===== config.mk =====
export PLATFORM = sky130hd
export DESIGN_NAME = hazard_ctrl
export DESIGN_NICKNAME = d
export VERILOG_FILES = /design/src/rtl/hazard_ctrl.sv
export SDC_FILE = /design/constraint.sdc
export NUM_CORES = 1
export LEC_CHECK = 0
export ABC_CLOCK_PERIOD_IN_PS = 6810
export CAP_MARGIN = 25
export CORE_ASPECT_RATIO = 1.75
export CORE_MARGIN = 3
export CORE_UTILIZATION = 40
export DETAILED_ROUTE_END_ITERATION = 8
export PLACE_DENSITY_LB_ADDON = 0.1
export RECOVER_POWER = 25
export SYNTH_ARGS = -nofsm -noshare
export SYNTH_HDL_FRONTEND = slang
export SYNTH_SLANG_ARGS = --single-unit

===== constraint.sdc =====
create_clock -name clk -period 6.81 [get_ports clk]
set_input_delay 0.681 -clock clk [delete_from_list [all_inputs] [get_ports clk]]
set_output_delay 0.681 -clock clk [all_outputs]
set_load 0.1 [all_outputs]

===== src/rtl/hazard_ctrl.sv =====
// rtl/hazard_ctrl.sv - pipeline stall/flush sequencer with deferred fetch redirect
module hazard_ctrl #(
    parameter int PC_W  = 64,
    parameter int CNT_W = 32
) (
    input  logic             clk,
    input  logic             reset,
    input  logic             d_valid,
    input  logic [4:0]       d_ra1,
    input  logic [4:0]       d_ra2,
    input  logic             d_use1,
    input  logic             d_use2,
    input  logic             d_branch,
    input  logic [PC_W-1:0]  d_target,
    input  logic             e_valid,
    input  logic [4:0]       e_rd,
    input  logic             e_is_load,
    input  logic             i_busy,
    input  logic             m_busy,
    output logic             stall_f,
    output logic             stall_d,
    output logic             flush_f,
    output logic             flush_d,
    output logic             stall_e,
    output logic             stall_m,
    output logic             redirect_valid,
    output logic [PC_W-1:0]  redirect_pc,
    output logic [CNT_W-1:0] stall_cycles,
    output logic [CNT_W-1:0] flush_count
);

    typedef enum logic {RUN, REDIR_WAIT} state_t;

    state_t           state_q, state_d;
    logic [PC_W-1:0]  target_q, target_d;
    logic [CNT_W-1:0] stall_cycles_q, stall_cycles_d;
    logic [CNT_W-1:0] flush_count_q, flush_count_d;
    logic             lu;

    // x0 is hardwired zero, so a load targeting it never blocks decode
    assign lu = d_valid & e_valid & e_is_load & (e_rd != 5'd0) &
                ((d_use1 & (d_ra1 == e_rd)) | (d_use2 & (d_ra2 == e_rd)));

    always_comb begin
        state_d        = state_q;
        target_d       = target_q;
        stall_f        = 1'b0;
        stall_d        = 1'b0;
        flush_f        = 1'b0;
        flush_d        = 1'b0;
        stall_e        = 1'b0;
        stall_m        = 1'b0;
        redirect_valid = 1'b0;
        redirect_pc    = '0;
        if (!reset) begin
            case (state_q)
                RUN: begin
                    if (m_busy) begin
                        stall_f = 1'b1;
                        stall_d = 1'b1;
                        stall_e = 1'b1;
                        stall_m = 1'b1;
                    end else if (lu) begin
                        stall_f = 1'b1;
                        stall_d = 1'b1;
                        flush_d = 1'b1;
                    end else if (d_valid && d_branch) begin
                        flush_f = 1'b1;
                        if (i_busy) begin
                            stall_f  = 1'b1;
                            target_d = d_target;
                            state_d  = REDIR_WAIT;
                        end else begin
                            redirect_valid = 1'b1;
                            redirect_pc    = d_target;
                        end
                    end else if (i_busy) begin
                        stall_f = 1'b1;
                        flush_f = 1'b1;
                    end
                end
                REDIR_WAIT: begin
                    // PC stays put until the held redirect can actually be taken
                    flush_f = 1'b1;
                    stall_f = i_busy | m_busy;
                    stall_e = m_busy;
                    stall_m = m_busy;
                    if (!i_busy && !m_busy) begin
                        redirect_valid = 1'b1;
                        redirect_pc    = target_q;
                        state_d        = RUN;
                    end
                end
                default: state_d = RUN;
            endcase
        end
        stall_cycles_d = stall_cycles_q + CNT_W'(stall_f);
        flush_count_d  = flush_count_q + CNT_W'(redirect_valid);
    end

    always_ff @(posedge clk) begin
        if (reset) begin
            state_q        <= RUN;
            target_q       <= '0;
            stall_cycles_q <= '0;
            flush_count_q  <= '0;
        end else begin
            state_q        <= state_d;
            target_q       <= target_d;
            stall_cycles_q <= stall_cycles_d;
            flush_count_q  <= flush_count_d;
        end
    end

    assign stall_cycles = stall_cycles_q;
    assign flush_count  = flush_count_q;

endmodule


# Word level (Yosys, flattened, before mapping)
# Cells that the tools add are included.
totals:
  ram_bits: 0
  romBits: 0
  word_cells: 64
  register_bits: 129
  output_inout_bits: 135
  latch_bits: 0
  memories: 0
  inputBits: 89
classes:
  n_bitwise: 11
  shifts: 0
  addsub: 2
  order_cmp: 0
  mux: 39
  n_reduce_logical: 6
  n_mul: 0
  div_mod_pow: 0
  eq_ne: 2
op_table:
  columns: ["op", "n"]
  rows:
  - ["$mux 64", 6]
  - ["$pmux 64 s2", 1]
  - ["$add 32x1->32", 2]
  - ["$mux 1", 27]
  - ["$eq 5x5->1", 2]
  - ["$pmux 1 s2", 5]
  - ["$and 1x1->1", 6]
  - ["$reduce_and 5->1", 1]
  - ["$reduce_bool 5->1", 1]
  - ["$not 1->1", 3]
  - ["$logic_and 1x1->1", 2]
  - ["$logic_not 1->1", 2]
  - ["$or 1x1->1", 2]

# Logic depth before layout (Yosys ltp)
logic_depth:
  depth_word: 9
  ltp_mapped: 12
  depth_no_buf: 12

# Least setup slack after synthesis
# Ideal clock, no wire load.
synth_timing:
  path_type: "input port to output port"
  startpoint: "input e_rd[0]"
  endpoint: "output flush_f"
  stages: 4
  path_buffers: 0
  required_ns: 6.129
  arrival_time_ns: 4.352
  path_slack_ns: 1.777
  path_cell_list: "nor3_1 -> a21oi_1 -> and2_1 -> o41ai_1"
synth_between:
  elab_chain_len: 8
  elab_cells_between_ends: 12
  cone_classes: "eq/ne (2); mux (4); bitwise (5); reduce/logical (1)"
synth_lines:
  columns: ["item", "line", "text"]
  rows:
  - ["from (decl)", "16", "input logic [4:0] e_rd,"]
  - ["$eq 5x5->1", "42", "((d_use1 & (d_ra1 == e_rd)) | (d_use2 & (d_ra2 == e_rd)));"]
  - ["$and 1x1->1", "42", null]
  - ["$or 1x1->1", "42", null]
  - ["$and 1x1->1 *", "41", "assign lu = d_valid & e_valid & e_is_load & (e_rd != 5'd0) &"]
  - ["$mux 1 *", "63", "end else if (lu) begin"]
  - ["$mux 1 *", "58", "if (m_busy) begin"]
  - ["$pmux 1 s2 *", "56", "case (state_q)"]
  - ["$mux 1 *", "55", "if (!reset) begin"]
  - ["to (decl)", "22", "output logic flush_f,"]
# Every way passes the cells marked *; elsewhere a longest branch is shown, timed or not.

# Worst setup path in the final report
layout_timing:
  startpoint: "input e_rd[0]"
  endpoint: "output redirect_pc[52]"
layout_between:
  elab_chain_len: 8
  elab_cells_between_ends: 12
  cone_classes: "eq/ne (2); mux (4); bitwise (5); reduce/logical (1)"
layout_lines:
  columns: ["item", "line", "text"]
  rows:
  - ["$eq 5x5->1", "42", null]
  - ["$and 1x1->1", "42", null]
  - ["$or 1x1->1", "42", null]
  - ["$and 1x1->1 *", "41", null]
  - ["$mux 64 *", "63", null]
  - ["$mux 64 *", "58", null]
  - ["$pmux 64 s2 *", "56", null]
  - ["$mux 64 *", "55", null]
  - ["to (decl)", "27", "output logic [PC_W-1:0] redirect_pc,"]
# Marks and branches as above.

==> impl_metrics.toml <==
[synthesis]
synth_warnings = 0
synth_xor_area_frac = 0.09519
synth-compound-area-share = 0.2204
synthMuxAreaShare = 0.001943
ys_types = 42
synth-simple-area-share = 0.1742
synth_area_um2 = 5797
synth_area_per_cell_um2 = 9.842
syn_nets = 682
async_reset_ff_frac = 0
syn_inst = 589
synth_top_family_by_area = "compound AO/OA/AOI/OAI gates"
synth-edff-count = 0
synth_flop_cell = "dfxtp_1"
seq_area_frac_synth = 0.4455
ys_seq_elements = 129
synth_fa_ha_area_frac = 0.008634

[critical_path]
slowest_stage = "clkdlybuf4s50_1"
crit_type = "primary input to primary output"
start_kind = "primary input"
crit_path_end_kind = "primary output"
critical_path_arrival_ns = 4.06
cpLargestDelayFamily = "buffers and inverters"
path_cells = "dlygate4sd3_1 > nor3_1 > a21oi_1 > a21oi_4 > buf_16 > buf_4 > a22o_1 > clkdlybuf4s50_1"
critical_path_required_ns = 6.13
max_stage_delay_ns = 1.13
critPathBufInv = 4
crit_fanout = 34

[sta]
hold_viol_final = 0
setup_viol = 0
worst_pin_slew_ns = 2.852
final_min_period_over_clock_period = 0.6956
finClkSkew_ns = 0.009513
max_freq_ghz = 0.2111
min_period_ns = 4.737
slew_headroom = -0.9016
rsz0062_at_grt = "no"
fin_setup_tns_ns = 0
maxSlewViolCount = 65

[clock_network]
hold_buffers = 0
clk_pin_slew_ns = 0.06
clockBufferDepth = 2
cts_sinks = 129
htreeDepth = 4
clk_latency_ns = 0.41
cts_tree = "built"
clockRootBuffer = "clkbuf_16"
cts_resized = 0
post_cts_buffers = 0
cts_inserted_buffers = 17

[floorplan]
initial_utilization = 0.4126
dieHeight_um = 165.3
die_area_um2 = 16030
die_w_um = 97
ios = 224
coreArea_um2 = 14050
rows = 57

[route]
met2_length_um = 8781
drt_iter0_drc = 215
postRouteAntennaNets = 0
met3_length_um = 1010
viasPerCell = 5.444
wl_per_cell_um = 17.02
vias = 5379
drc = 0
highest_layer = "met4"
drtPass1Iterations = 4
m1WireLength_um = 6731
wirelength_um = 16810

[placed_design]
portBuffers = 223
dp_hpwl_um = 11760
placed_cell_area_um2 = 8001
place.gp.congestion = 0.8339

[power_and_ir_drop]
power.density_nw_per_um2 = 216.9
p_leak_nw = 3.282
power_mw = 1.874
ir_drop_mv = 0.1453

[run_status]
violations = "capacitance limit, slew limit"
outcome = "finished, violations left"

[global_routing]
grt_overflow = 0
grt_max_degree = 72
grt_pass1_wl_um = 27490
track_usage = 0.2075
grt_pass1_vias = 5485
antenna_found_initial = 0

[layout]
final_area_um2 = 8641
diodes = 0
layout-drive-gt1-share = 0.06289
area_delta_synth_final_pct = 49.06
fin_nets = 891
final_util = 0.6150

[worst_hold_path]
hold_class = "flop to flop"

[job]
cap_violations = 1
==> worst paths after layout <==
kind | start | endpoint | slack, ns | cells after the start
setup reg to reg | state_q | target_q[46] | 3.59 | 5
setup / recovery | e_rd[0] | redirect_pc[52] | 2.07 | 8
hold reg to reg | target_q[18] | target_q[18] | 0.48 | 1
hold / removal | target_q[18] | target_q[18] | 0.48 | 1
==> through the flow <==
step	cells	hold WS [ns]	setup WS [ns]
after CTS	986	0.4833	1.690
after floorplan	589	0.4501	1.777
final	988	0.4794	2.073
after global routing	988	0.4980	1.912
after global placement	954	0.4620	1.847
after detailed placement	954	0.4653	1.694
==> layout make-up <==
| type | instances | area, µm² |
|---|---|---|
| clock inverters | 14 | 156.4 |
| well taps | 177 | 221.5 |
| clock buffers | 18 | 439.2 |
| fillers | 1182 | 5409 |
| repair buffers | 229 | 2301 |
| inverters | 8 | 30.03 |
| multi-input cells | 413 | 2910 |
| flip-flops and latches | 129 | 2582 |
==> layer usage <==
layer	track usage	vias to the layer above
li1	-	2589
met1	0.2374	2581
met2	0.3657	188
met3	0.06095	21
met4	0.07732	0
met5	0	-
==> synth_stat cells, types with 2 or more instances <==
cell type	instances	area share
dfxtp_1	129	0.45
a22o_1	128	0.19
nor2_1	64	0.041
xnor2_1	37	0.056
nand3_1	27	0.023
xor2_1	26	0.039
nand2_1	23	0.015
nand4_1	16	0.017
nor3_1	13	0.011
clkbuf_1	12	0.0078
a21oi_1	10	0.0086
and3_1	8	0.0086
buf_2	8	0.0069
inv_1	8	0.0052
nor2b_1	8	0.0086
nor4_1	8	0.0086
and4_1	7	0.011
buf_6	7	0.014
or3_1	7	0.0076
buf_8	6	0.016
o21ai_0	6	0.0052
buf_1	4	0.0026
ha_1	4	0.0086
nor4_2	3	0.0065
buf_4	2	0.0026
o22ai_1	2	0.0022
==> power by group <==
part	internal (mW)	switching (mW)
clock network	0.554	0.356
registers	0.767	0.00739
logic	0.0786	0.111
total	1.40	0.475
==> cells by family after synthesis <==
logic type                 count (synthesis)
AOI/OAI and AO/OA                        152
buffers and inverters                     47
muxes                                      1
adders and majority gates                  4
DFF                                      129
and+or+nand+nor                          193
xor gates and xnor gates                  63
==> registers in the layout, indices dropped and copies added (netlist names) <==
| signal | flops |
|---|---|
| flush_count | 32 |
| stall_cycles | 32 |
| state_q | 1 |
| target_q | 64 |
==> cell usage in the layout (no fill, tap or decap), types with 4 or more instances in the layout <==
cell type	Yosys	final
clkinv_4	0	4
nor4_1	8	8
dlygate4sd3_1	0	64
and3_1	8	7
nand3_1	27	27
clkbuf_16	0	17
nor2_1	64	64
a21oi_1	10	10
nor2b_1	8	8
inv_1	8	8
o21ai_0	6	6
and4_1	7	7
nand4_1	16	16
nor3_1	13	13
xnor2_1	37	37
dfxtp_1	129	129
ha_1	4	4
xor2_1	26	26
clkdlybuf4s50_1	0	158
clkinvlp_4	0	4
or3_1	7	7
a22o_1	128	128
nand2_1	23	23
Note: power is estimated with default switching activity, not from simulation.
==> RTL change: new RTL, same flow settings <==
Make the reset (`reset`) asynchronous in one clocked block.
--- a/src/rtl/hazard_ctrl.sv
+++ b/src/rtl/hazard_ctrl.sv
@@ -98,7 +98,7 @@
         flush_count_d  = flush_count_q + CNT_W'(redirect_valid);
     end
 
-    always_ff @(posedge clk) begin
+    always_ff @(posedge clk or posedge reset) begin
         if (reset) begin
             state_q        <= RUN;
             target_q       <= '0;
Function: changed (a bounded check fails within 4 cycles, from zero or initial values and one cycle with reset high; the reset may be asserted at any time).
==> RTL change against the unedited design <==
  * The run still ends with max-capacitance violations, max-slew violations left
  * Cell count shrank 7.2%
  * Synthesized area up 5.5%
  * Via count shrank 9.1%
  * Global-route usage decreased by 1.0 points
  * Sequential cell count unchanged
  * Wire length fell by 2.9%
  * Cell area rose by 5.4%
  * Worst setup slack improved by 0.028 ns
Power is not compared: it rests on default switching activity, and its combinational part moved more than twofold at a synthesized area within 25%.
==> RTL change: results (changes against the unedited design) <==
status=finished, violations left (unchanged); failing checks=max-capacitance violations, max-slew violations (unchanged); M3 GR Usage=6.05% (was 6.09%); Syn Nets=589 (was 682); CP arrival=4.03 ns (was 4.06 ns); most frequent cells after synthesis=dfrtp_1, a22o_1, mux2_2 (was dfxtp_1, a22o_1, nor2_1); Worst Min Path Start=flush_count[31] (was target_q[18]); Tightest Pin Transition=2.25 ns (was 2.85 ns); asr flop ratio synth=100% (was 0%); Placed Instances=885 (was 954); Worst Path Max Fanout=43 (was 34); Reg2Reg Setup Slack=4.03 ns (was 3.59 ns); first-pass GRT wire length=26.7 mm (was 27.5 mm); Slew Limit Fails=124 (was 65); Netlist cell types=33 (was 42); WL per Instance=17.8 um (was 17.0 um); Final #Nets=815 (was 891); GR Layer Usage met1=20.8% (was 23.7%); worst hold slack=0.482 ns (was 0.479 ns); Reg-to-Reg End=flush_count[30] (was target_q[46]); Final Skew=0.0132 ns (was 0.00951 ns); FF-to-FF path depth=8 (was 5); period utilization=69.1% (was 69.6%); Avg Cell Area, Syn=12.3 um^2 (was 9.84 um^2); Clock Tree Root=clkbuf_16 (unchanged); Hold EP=flush_count[31] (was target_q[18]); synth top area cells=dfrtp_1, mux2_2, a22o_1, xnor2_1, xor2_1 (was dfxtp_1, a22o_1, xnor2_1, nor2_1, xor2_1); Iter 0 DRT Violations=123 (was 215); GPL Wtd Cong=0.817 (was 0.834); layout cell share with drive strength beyond 1=12.8% (was 6.29%); Layout fillers=1,203 (was 1,182); MaxCap Viol Count=2 (was 1); dpl ws=2.13 ns (was 1.69 ns); DRT Wirelength=16.3 mm (was 16.8 mm); vias per cell=5.33 (was 5.44); Placed Area=8480 um^2 (was 8000 um^2); R2R Path Start=state_q (unchanged); Seq/Total Area, Yosys=52.8% (was 44.5%); Worst setup endpoint=redirect_pc[40] (was redirect_pc[52]); CP Launch Point=reset (was e_rd[0]); largest net degree at the start of global routing=79 (was 72); Synth Warn #=0 (unchanged); number of global-route vias before repair=5,229 (was 5,485); Longest Clk Path Bufs=2 (unchanged); met2 Use GR=36.1% (was 36.6%); Detail Placement HPWL=11.9 mm (was 11.8 mm)
==> RTL change: cell count changes after synthesis, moves of 7 or more <==
cell / unedited run / this run
mux2_1: 1 / 13
a21oi_1: 10 / 1
or3_1: 7 / 0
dfxtp_1: 129 / 0
mux2_2: 0 / 51
dfrtp_1: 0 / 129
nor2_1: 64 / 19
nor4_1: 8 / 0
a22o_1: 128 / 64
==> RTL change: kinds of logic (layout without fill, tap and decap cells) <==
| group | after synthesis | count (layout) | share of synthesized area [%] |
|---|---|---|---|
| AOI/OAI and AO/OA | 74 | 74 | 10.8 |
| xor gates and xnor gates | 71 | 71 | 10.2 |
| adders and majority gates | 4 | 4 | 0.819 |
| buffers and inverters | 28 | 266 | 2.64 |
| DFF | 129 | 129 | 52.8 |
| muxes | 64 | 64 | 11.8 |
| and+or+nand+nor | 126 | 126 | 10.9 |
==> RTL change: worst max-delay path: cells and delay by family <==
family,cells,cell delay (ns)
buffers and inverters,3,2.30
AO/OA/AOI/OAI,1,0.25
AND/OR/NAND/NOR,2,0.77
==> RTL change: routing by layer <==
metal / wire length [um] / share of wire (%)
met1: 5740 / 35
met2: 9130 / 56
met3: 1070 / 6.5
met4: 378 / 2.3
met5: 0 / 0
==> RTL change: area by class of cell <==
| class | instances | area (um^2) | share of cell area (%) |
|---|---|---|---|
| tap | 183 | 229 | 2.51 |
| timing repair buffer | 229 | 2270 | 24.9 |
| clock buffer | 19 | 443 | 4.86 |
| inverter | 6 | 23.8 | 0.261 |
| clock inverter | 12 | 183 | 2.01 |
| sequential | 129 | 3230 | 35.4 |
| multi-input combinational | 339 | 2730 | 30.0 |
==> RTL change: power breakdown <==
part | internal, mW | switching (mW)
logic | 0.219 | 0.427
registers | 0.901 | 0.0957
clock network | 0.623 | 0.345
